--- config.mk ---
export PLATFORM = sky130hd
export DESIGN_NAME = uart_tx_flat
export DESIGN_NICKNAME = d
export VERILOG_FILES = /design/src/rtl/uart_tx_if.sv /design/src/rtl/uart_tx.sv /design/src/flat_wrapper.sv
export SDC_FILE = /design/constraint.sdc
export NUM_CORES = 1
export LEC_CHECK = 0
export ABC_CLOCK_PERIOD_IN_PS = 2100
export CAP_MARGIN = 20
export CORE_MARGIN = 5
export CORE_UTILIZATION = 40
export DETAILED_ROUTE_END_ITERATION = 12
export GPL_ROUTABILITY_DRIVEN = 0
export PLACE_DENSITY_LB_ADDON = 0.12
export SKIP_LAST_GASP = 1
export SYNTH_ARGS = -nofsm -noshare
export SYNTH_HDL_FRONTEND = slang
export SYNTH_SLANG_ARGS = --single-unit
--- constraint.sdc ---
create_clock -name CLK -period 2.1 [get_ports CLK]
set_input_delay 0.315 -clock CLK [delete_from_list [all_inputs] [get_ports CLK]]
set_output_delay 0.315 -clock CLK [all_outputs]
set_load 0.02 [all_outputs]
--- src/rtl/uart_tx_if.sv ---
// Byte handshake between the producer and the UART transmitter.
// The producer drives DIN/DIN_VLD; the transmitter answers with DIN_RDY.
interface uart_tx_if;
  logic [7:0] DIN;
  logic       DIN_VLD;
  logic       DIN_RDY;

  modport master (
    output DIN,
    output DIN_VLD,
    input  DIN_RDY
  );

  modport slave (
    input  DIN,
    input  DIN_VLD,
    output DIN_RDY
  );
endinterface

--- src/rtl/uart_tx.sv ---
// UART transmitter: start, 8 data bits LSB-first, optional parity,
// 1 or 2 stop bits; zero-gap back-to-back frames via stop-bit handshake.
module uart_tx #(
  parameter int    CLK_DIV_VAL = 434,
  parameter string PARITY_BIT  = "none",
  parameter int    STOP_BITS   = 1
) (
  input  logic      CLK,
  input  logic      RST_N,
  uart_tx_if.slave  din_if,
  output logic      UART_TXD,
  output logic      BUSY
);

  localparam bit P_EVEN  = (PARITY_BIT == "even");
  localparam bit P_ODD   = (PARITY_BIT == "odd");
  localparam bit P_MARK  = (PARITY_BIT == "mark");
  localparam bit P_SPACE = (PARITY_BIT == "space");
  localparam bit PAR_EN  = P_EVEN | P_ODD | P_MARK | P_SPACE;

  localparam logic        STOP_LAST = (STOP_BITS == 2);
  localparam logic [15:0] DIV_LAST  = 16'(CLK_DIV_VAL - 1);

  typedef enum logic [2:0] {
    IDLE,
    STARTBIT,
    DATABITS,
    PARITYBIT,
    STOPBIT
  } state_t;

  state_t      state_q, state_d;
  logic [15:0] div_q, div_d;
  logic [2:0]  bit_q, bit_d;
  logic        stop_q, stop_d;
  logic [7:0]  shift_q, shift_d;
  logic        par_q, par_d;
  logic        txd_q, txd_d;
  logic        busy_q, busy_d;

  logic div_last;
  logic din_rdy;
  logic hs;

  assign div_last = (div_q == DIV_LAST);

  // Ready in the very last cycle of the final stop bit too
  assign din_rdy = RST_N & ((state_q == IDLE) |
                   ((state_q == STOPBIT) & div_last &
                    (stop_q == STOP_LAST)));

  assign hs             = din_if.DIN_VLD & din_rdy;
  assign din_if.DIN_RDY = din_rdy;
  assign UART_TXD       = txd_q;
  assign BUSY           = busy_q;

  always_comb begin
    state_d = state_q;
    div_d   = div_q;
    bit_d   = bit_q;
    stop_d  = stop_q;
    shift_d = shift_q;
    par_d   = par_q;
    txd_d   = 1'b1;
    busy_d  = 1'b0;

    if (state_q != IDLE) begin
      div_d = div_last ? 16'd0 : div_q + 16'd1;
    end

    unique case (state_q)
      IDLE: begin
      end
      STARTBIT: begin
        if (div_last) begin
          state_d = DATABITS;
          bit_d   = 3'd0;
        end
      end
      DATABITS: begin
        if (div_last) begin
          shift_d = {1'b0, shift_q[7:1]};
          bit_d   = bit_q + 3'd1;
          if (bit_q == 3'd7) begin
            state_d = PAR_EN ? PARITYBIT : STOPBIT;
            stop_d  = 1'b0;
          end
        end
      end
      PARITYBIT: begin
        if (div_last) begin
          state_d = STOPBIT;
          stop_d  = 1'b0;
        end
      end
      STOPBIT: begin
        if (div_last) begin
          if (stop_q == STOP_LAST) state_d = IDLE;
          else stop_d = 1'b1;
        end
      end
      default: state_d = IDLE;
    endcase

    if (hs) begin
      state_d = STARTBIT;
      div_d   = 16'd0;
      shift_d = din_if.DIN;
      par_d   = P_EVEN ? ^din_if.DIN :
                P_ODD  ? ~^din_if.DIN : P_MARK;
    end

    unique case (state_d)
      STARTBIT:  txd_d = 1'b0;
      DATABITS:  txd_d = shift_d[0];
      PARITYBIT: txd_d = par_d;
      default:   txd_d = 1'b1;
    endcase

    busy_d = (state_d != IDLE);
  end

  always_ff @(posedge CLK or negedge RST_N) begin
    if (!RST_N) begin
      state_q <= IDLE;
      div_q   <= '0;
      bit_q   <= '0;
      stop_q  <= 1'b0;
      shift_q <= '0;
      par_q   <= 1'b0;
      txd_q   <= 1'b1;
      busy_q  <= 1'b0;
    end else begin
      state_q <= state_d;
      div_q   <= div_d;
      bit_q   <= bit_d;
      stop_q  <= stop_d;
      shift_q <= shift_d;
      par_q   <= par_d;
      txd_q   <= txd_d;
      busy_q  <= busy_d;
    end
  end

endmodule

--- src/flat_wrapper.sv ---
// flat-port wrapper written by rule: the top's interface ports become plain ports
module uart_tx_flat 
#(
  parameter int    CLK_DIV_VAL = 434,
  parameter string PARITY_BIT  = "    ",
  parameter int    STOP_BITS   = 1
)
  (CLK, RST_N, UART_TXD, BUSY, din_if_DIN, din_if_DIN_VLD, din_if_DIN_RDY);
  uart_tx_if din_if_i ();
  input  logic CLK;
  input  logic RST_N;
  output logic UART_TXD;
  output logic BUSY;
  input wire logic [$bits(din_if_i.DIN)-1:0] din_if_DIN;
  input wire logic [$bits(din_if_i.DIN_VLD)-1:0] din_if_DIN_VLD;
  output wire logic [$bits(din_if_i.DIN_RDY)-1:0] din_if_DIN_RDY;
  assign din_if_i.DIN = din_if_DIN;
  assign din_if_i.DIN_VLD = din_if_DIN_VLD;
  assign din_if_DIN_RDY = din_if_i.DIN_RDY;
  uart_tx #(.CLK_DIV_VAL(CLK_DIV_VAL), .PARITY_BIT(PARITY_BIT), .STOP_BITS(STOP_BITS)) u_core (.CLK(CLK), .RST_N(RST_N), .din_if(din_if_i), .UART_TXD(UART_TXD), .BUSY(BUSY));
endmodule
==> out/results.tsv, run 1 <==
stage	metric	value	unit
outcome	status	finished, final reports clean	
cts	cts_root_buffer	clkbuf_8	
placed_design	placed_cell_area	2000	sq um
layout	finalNetCount	215	
layout	fin_util	0.517	
sta	skew	0.00399	ns
setup_path	crit_fanout	11	
sta	setup_viol	0	
cts	clk_pin_slew	0.07	ns
sta	worst_pin_slew	0.416	ns
drt	dr.pass1.iters	4	
die	die-area	5580	sq um
global_route	antenna_found_initial	0	
setup_path	max_stage_delay	0.39	ns
sta	finalSetupTns	0	ns
setup_path	crit_path_top_delay_cell	nor3_4	
cts	cts.path.max_buffers	2	
placed_design	dp_hpwl	2420	um
synthesis	ys_seq_area_frac	0.494	
synthesis	avgSynthCellArea	10.1	sq um
synthesis	syn-cell-area	1670	sq um
power_and_ir_drop	p_total	1.77	mW
sta	fmax	0.521	GHz
sta	min_period_over_period	0.914	
synthesis	yosys.area.top_type_share	0.478	
drt	via_count	1314	
setup_path	rr_worst_depth	8	
drt	wire_per_inst	13.6	um
sta	rsz0062_at_grt	false	
cts	cts_tree	yes	
synthesis	ys_ff_latch	33	
global_route	grt_max_degree	25	
drt	antenna_left	0	
job	drv_cap	0	
cts	htreeDepth	2	
setup_path	cp.required	2.28	ns
layout	area_growth	24.5	%
setup_path	arrival	2.10	ns
placed_design	port_buffers	13	
synthesis	synth_top_area_cell	dfrtp_1	
drt	dr.first_iter.drc_count	44	
hold_path	min_path_type	reg2reg	
global_route	grt_pass1_vias	1300	
sta	slew_violations	0	
die	start_util	0.416	
synthesis	ys_warn_count	0	
die	die_w	74.7	um
setup_path	startpoint_type	flop	
global_route	grt_pass1_wl	5690	um
power_and_ir_drop	vdd_drop_max	519	uV
synthesis	synthDistinctLibCells	38	
cts	numCtsBuffers	5	
cts	cts_sinks	33	
global_route	grt-ovfl-total	0	
drt	wl	3410	um
layout	fin_area	2080	sq um
setup_path	criticalPathCategory	reg2reg	
setup_path	crit_chain	inv_1 -> ha_1 -> and4b_1 -> nand4_1 -> buf_4 -> nor3_4 -> nor2_2 -> a21o_1	
sta	max_slew_margin	0.722	
die	fp.dieH	74.7	um
synthesis	syn_nets	181	
sta	hold_viol_final	0	
cts	insertion_delay	0.28	ns
cts	postCtsHoldBufs	0	
drt	drc	0	
global_route	grt_usage	0.136	
die	rows	23	
power_and_ir_drop	power.density	850	nW/um^2
sta	fin_crit	1.92	ns
setup_path	end_kind	flop	
synthesis	synth_area_leaders	dfrtp_1 (48%), nor2_1 (5.8%), xnor2_1 (5.2%), a22o_1 (3.1%), ha_1 (3.0%)	
hold_path	min_path_cells	1	
die	core-area	4030	sq um
layout	drive_above_1_share	0.159	
layout	antennaDiodeCount	0	
synthesis	netlist_instances	166	
die	io_pins	14	
power_and_ir_drop	leakagePower	0.958	nW
drt	vias_per_cell	5.24	
[area by class of cell]
type	instances	area, sq um
Multi-Input combinational cell	122	802
Clock buffer	8	90.1
Sequential cell	33	827
Tap cell	50	62.6
Fill cell	364	1940
Timing Repair Buffer	32	280
Inverter	6	22.5
[layer usage]
layer	share of wire	global-route usage
met2	0.48	0.224
met4	0.015	0.0553
met3	0.044	0.0481
met1	0.46	0.161
met5	0	0
[worst max-delay path: cells and delay by family, from the launching register on]
family,cells,cell delay [ns]
AO/OA/AOI/OAI,1,0.20
adder cells (fa/ha/maj),1,0.13
buffers and inverters,2,0.27
flip-flops,1,0.38
AND/OR/NAND/NOR,4,0.84
[synth_stat cells, drive strengths merged]
master	n
a21o	6
nor3	7
xor2	5
clkbuf	2
nor2b	1
o21ai	4
nand3	4
dfrtp	32
a22oi	3
o32ai	2
mux2i	3
inv	6
a21oi	3
nand2b	2
nand2	12
nor4	1
and4b	1
dfstp	1
or3b	1
a2111o	1
buf	3
xnor2	10
and4	2
a22o	6
a211oi	1
ha	4
and3	2
nand4	5
a211o	1
nor2	27
and2	2
and4bb	1
o2bb2ai	3
a21boi	2
[final timing paths]
kind,from,endpoint,slack [ns]
worst max-delay path,u_core.div_q[1]$_DFFE_PN0P_,u_core.shift_q[1]$_DFFE_PN0P_,0.18
worst min-delay path,u_core.shift_q[5]$_DFFE_PN0P_,u_core.shift_q[5]$_DFFE_PN0P_,0.49
worst max register to register,u_core.div_q[1]$_DFFE_PN0P_,u_core.shift_q[1]$_DFFE_PN0P_,0.18
worst min register to register,u_core.shift_q[5]$_DFFE_PN0P_,u_core.shift_q[5]$_DFFE_PN0P_,0.49
max in group asynchronous,RST_N,u_core.UART_TXD$_DFF_PN1_,1.23
min in group asynchronous,RST_N,u_core.bit_q[0]$_DFFE_PN0P_,0.50
[cell families (layout without fill, tap and decap cells)]
kind of cell,Yosys count,after routing,synth area share
compound gates,32,32,0.144
simple gates,68,68,0.206
fa+ha+maj,4,4,0.0299
buf+inv,11,46,0.0269
xor+xnor,15,15,0.0785
mux,3,3,0.0202
flops,33,33,0.494
[state kept, by name (all words and copies together), names as in the netlist]
name,flops
u_core.BUSY,1
u_core.UART_TXD,1
u_core.bit_q,3
u_core.div_q,16
u_core.par_q,1
u_core.shift_q,8
u_core.state_q,3
[through the flow]
| step | hold WS (ns) | setup slack [ns] | instances |
|---|---|---|---|
| 3_3_place_gp | 0.460 | 0.0739 | 243 |
| 2_1_floorplan | 0.0194 | 0.344 | 166 |
| 5_1_grt | 0.501 | 0.0552 | 251 |
| 4_1_cts | 0.486 | 0.00364 | 251 |
| 6_report | 0.486 | 0.180 | 251 |
| 3_5_place_dp | 0.471 | 0.0486 | 243 |
[cells in the final DEF, fill, tap and decap left out, types with 2 or more instances in the layout]
master / Yosys / final
xnor2_1: 10 / 10
clkbuf_8: 0 / 6
a21oi_1: 3 / 3
and3_1: 2 / 2
clkbuf_1: 2 / 2
nor2_1: 26 / 26
nand4_1: 5 / 5
o32ai_1: 2 / 2
nand2_1: 12 / 12
a21boi_0: 2 / 2
mux2i_1: 2 / 2
clkdlybuf4s50_1: 0 / 12
xor2_1: 5 / 5
nand3_1: 4 / 4
buf_4: 0 / 18
a22oi_1: 3 / 3
and2_1: 2 / 2
dfrtp_1: 32 / 32
a22o_1: 6 / 6
ha_1: 4 / 4
o21ai_0: 3 / 3
inv_1: 6 / 6
nand2b_1: 2 / 2
nor3_1: 6 / 6
a21o_1: 6 / 6
o2bb2ai_1: 3 / 3
and4_1: 2 / 2
[power by group]
group          switching, mW  internal (mW)  leakage [nW]
sequential            0.0807          0.765         0.427
clock                  0.227          0.267        0.0455
combinational          0.207          0.226         0.486
total                  0.514           1.26         0.958
[what timing repair did]
item / 4_1_cts / 5_1_grt
gates resized for setup: 1 / 2
pin swaps: 0 / 0
buffers inserted: 0 / 0
endpoints found under the hold margin: 0 / 0
setup endpoints to repair: 1 / 1
(Power assumes the default switching activity.)
==> inputs of run 2 (changes only) <==
--- a/config.mk
+++ b/config.mk
@@ -5,14 +5,15 @@
 export SDC_FILE = /design/constraint.sdc
 export NUM_CORES = 1
 export LEC_CHECK = 0
-export ABC_CLOCK_PERIOD_IN_PS = 2100
+export ABC_CLOCK_PERIOD_IN_PS = 1700
 export CAP_MARGIN = 20
 export CORE_MARGIN = 5
-export CORE_UTILIZATION = 40
+export CORE_UTILIZATION = 50
 export DETAILED_ROUTE_END_ITERATION = 12
 export GPL_ROUTABILITY_DRIVEN = 0
 export PLACE_DENSITY_LB_ADDON = 0.12
 export SKIP_LAST_GASP = 1
+export SLEW_MARGIN = 20
 export SYNTH_ARGS = -nofsm -noshare
 export SYNTH_HDL_FRONTEND = slang
 export SYNTH_SLANG_ARGS = --single-unit
==> constraint.sdc (replaced) <==
create_clock -name CLK -period 1.7 [get_ports CLK]
set_input_delay 0.255 -clock CLK [delete_from_list [all_inputs] [get_ports CLK]]
set_output_delay 0.255 -clock CLK [all_outputs]
set_load 0.02 [all_outputs]
==> run 2 against run 1 <==
Effect of this change:
- the run now ends with setup timing left
- worst setup slack got worse by 0.42 ns
- critical path depth decreased by 1
- clock-buffer cell count is 3 lower
- non-clock buffer count increased by 12
- hold slack worse by 0.15 ns
- final cell count is 3.2% higher
- via count increased by 4.6%
- clock power rose by 50%
- design area rose by 7.5%
- sequential share of layout area is 2.8 points lower
- power grew 34%
==> out/results.tsv, run 2 (synthesis gave the netlist of run 1 again) <==
stage	metric	value	unit	change
layout	mostFrequentLayoutCells	dfrtp_1 (32), buf_4 (27), nor2_1 (26)		
sta	setup_viol	31		+31
global_route	grt_pass1_wl	6110	um	+7.4%
setup_path	end_kind	primary output		
sta	max_slew_margin	0.787		+0.0650
cts	htreeDepth	2		unchanged
setup_path	rr_worst_depth	8		unchanged
drt	wire_per_inst	14.2	um	+4.8%
cts	numCtsBuffers	5		unchanged
placed_design	dp_hpwl	2590	um	+7.1%
layout	largest_reg_flops	16		unchanged
die	io_pins	14		unchanged
die	core-area	3280	sq um	-18%
layout	antennaDiodeCount	0		unchanged
setup_path	arrival	1.69	ns	-0.41 ns
cts	cts_tree	yes		
setup_path	worst_path_dominant_cell_family	simple AND/OR/NAND/NOR gates		
global_route	grt_usage	0.181		+0.0447
drt	via_count	1375		+4.6%
setup_path	crit_chain	inv_1 -> ha_1 -> and4b_1 -> nand4_1 -> nand2_1 -> and3_4 -> buf_6		
die	rows	21		-8.7%
setup_path	r2r-start	u_core.div_q[1]$_DFFE_PN0P_		
drt	wl	3690	um	+8.1%
sta	min_period_over_period	1.14		
outcome	violations	setup timing		
layout	fill_cells	277		-24%
setup_path	crit_path_top_delay_cell	dfrtp_1		
layout	multiInputGateArea	831	sq um	+3.6%
sta	finalSetupTns	-2.92	ns	-2.92 ns
setup_path	criticalPathCategory	reg2out		
outcome	status	finished with violations		
sta	fin_crit	1.94	ns	
layout	layout_commonest_cell	dfrtp_1		
setup_path	startpoint_type	flop		
cts	cts_sinks	33		unchanged
sta	rsz0062_at_grt	true		
setup_path	cp.required	1.44	ns	-0.84 ns
global_route	grt_pass1_vias	1394		+7.2%
drt	antenna_left	0		unchanged
global_route	antenna_found_initial	0		unchanged
sta	worst_pin_slew	0.319	ns	-0.0973 ns
die	die_w	67.9	um	-9.1%
die	start_util	0.510		+0.0942
hold_path	min_path_type	in2async		
sta	skew	0.0126	ns	+0.00858 ns
layout	drive_above_1_share	0.230		+0.0708
die	die-area	4610	sq um	-17%
placed_design	port_buffers	13		unchanged
layout	ff_latch_area	827	sq um	unchanged
layout	largestRegisters	u_core.div_q: 16 flops, u_core.shift_q: 8 flops		
job	drv_cap	0		unchanged
global_route	grt-ovfl-total	0		unchanged
layout	regMostFlops	u_core.div_q		
layout	area_growth	33.9	%	
power_and_ir_drop	p_total	2.37	mW	+34%
setup_path	crit_fanout	2		-9
layout	finalNetCount	227		+5.6%
drt	drc	0		unchanged
drt	dr.first_iter.drc_count	43		-2.3%
power_and_ir_drop	power.density	1060	nW/um^2	+24%
sta	fin_ws	-0.244	ns	-0.424 ns
setup_path	max_stage_delay	0.39	ns	about the same
power_and_ir_drop	leakagePower	1.04	nW	+8.5%
cts	insertion_delay	0.34	ns	+0.06 ns
setup_path	r2r-end	u_core.UART_TXD$_DFF_PN1_		
cts	clk_pin_slew	0.11	ns	+0.04 ns
cts	cts.path.max_buffers	2		unchanged
sta	fmax	0.514	GHz	
drt	dr.pass1.iters	4		unchanged
power_and_ir_drop	vdd_drop_max	624	uV	+20%
setup_path	r2r_slack	-0.22	ns	-0.40 ns
global_route	grt_max_degree	18		-28%
sta	hold_viol_final	0		unchanged
cts	postCtsHoldBufs	0		unchanged
setup_path	critPathBufInv	2		unchanged
cts	cts_root_buffer	clkbuf_4		
die	fp.dieH	67.9	um	-9.1%
sta	slew_violations	0		unchanged
drt	vias_per_cell	5.31		+1.4%
setup_path	path_depth	7		-1
placed_design	place_ws	-0.310	ns	-0.359 ns
-- run 2: how the worst max path moves through the flow --
stage / start / to / slack (ns)
final: u_core.div_q[1]$_DFFE_PN0P_ / din_if_DIN_RDY / -0.24
after global placement: u_core.div_q[1]$_DFFE_PN0P_ / din_if_DIN_RDY / -0.27
after CTS: u_core.div_q[1]$_DFFE_PN0P_ / u_core.UART_TXD$_DFF_PN1_ / -0.26
after floorplan: u_core.div_q[0]$_DFFE_PN0P_ / din_if_DIN_RDY / 0.007
after global routing: u_core.div_q[1]$_DFFE_PN0P_ / din_if_DIN_RDY / -0.34
after detailed placement: u_core.div_q[1]$_DFFE_PN0P_ / din_if_DIN_RDY / -0.31
-- run 2: timing repair --
action	in CTS	in global routing
buffers inserted	0	3
gates cloned	0	1
gates resized for setup	7	7
pin swaps	0	2
setup endpoints to repair	16	31
-- run 2: metrics by stage --
step | cells | hold WS, ns | area (sq um) | utilization
6_report | 259 | 0.334 | 2240 | 0.682
3_5_place_dp | 247 | 0.466 | 2050 | 0.626
3_3_place_gp | 247 | 0.461 | 2050 | 0.626
2_1_floorplan | 166 | -0.0406 | 1680 | -
5_1_grt | 259 | 0.347 | 2240 | 0.682
4_1_cts | 255 | 0.296 | 2160 | 0.657
-- run 2: layout make-up --
class | count | share of cell area
multi-input cells | 122 | 0.371
flip-flops and latches | 33 | 0.369
inverters | 6 | 0.0101
well taps | 46 | 0.0257
repair buffers | 44 | 0.179
clock buffers | 5 | 0.0168
clock inverters | 3 | 0.0290
-- run 2: metal layers --
metal | vias up | GRT usage | routed length [um]
met4 | 0 | 0.0720 | 67
met5 | - | 0 | 0
met3 | 8 | 0.0558 | 81
li1 | 682 | - | -
met1 | 671 | 0.196 | 1540
met2 | 14 | 0.326 | 2000
-- run 2: report_power, final --
part | internal (mW) | switching [mW]
clock | 0.455 | 0.285
sequential | 0.943 | 0.0920
combinational | 0.310 | 0.285
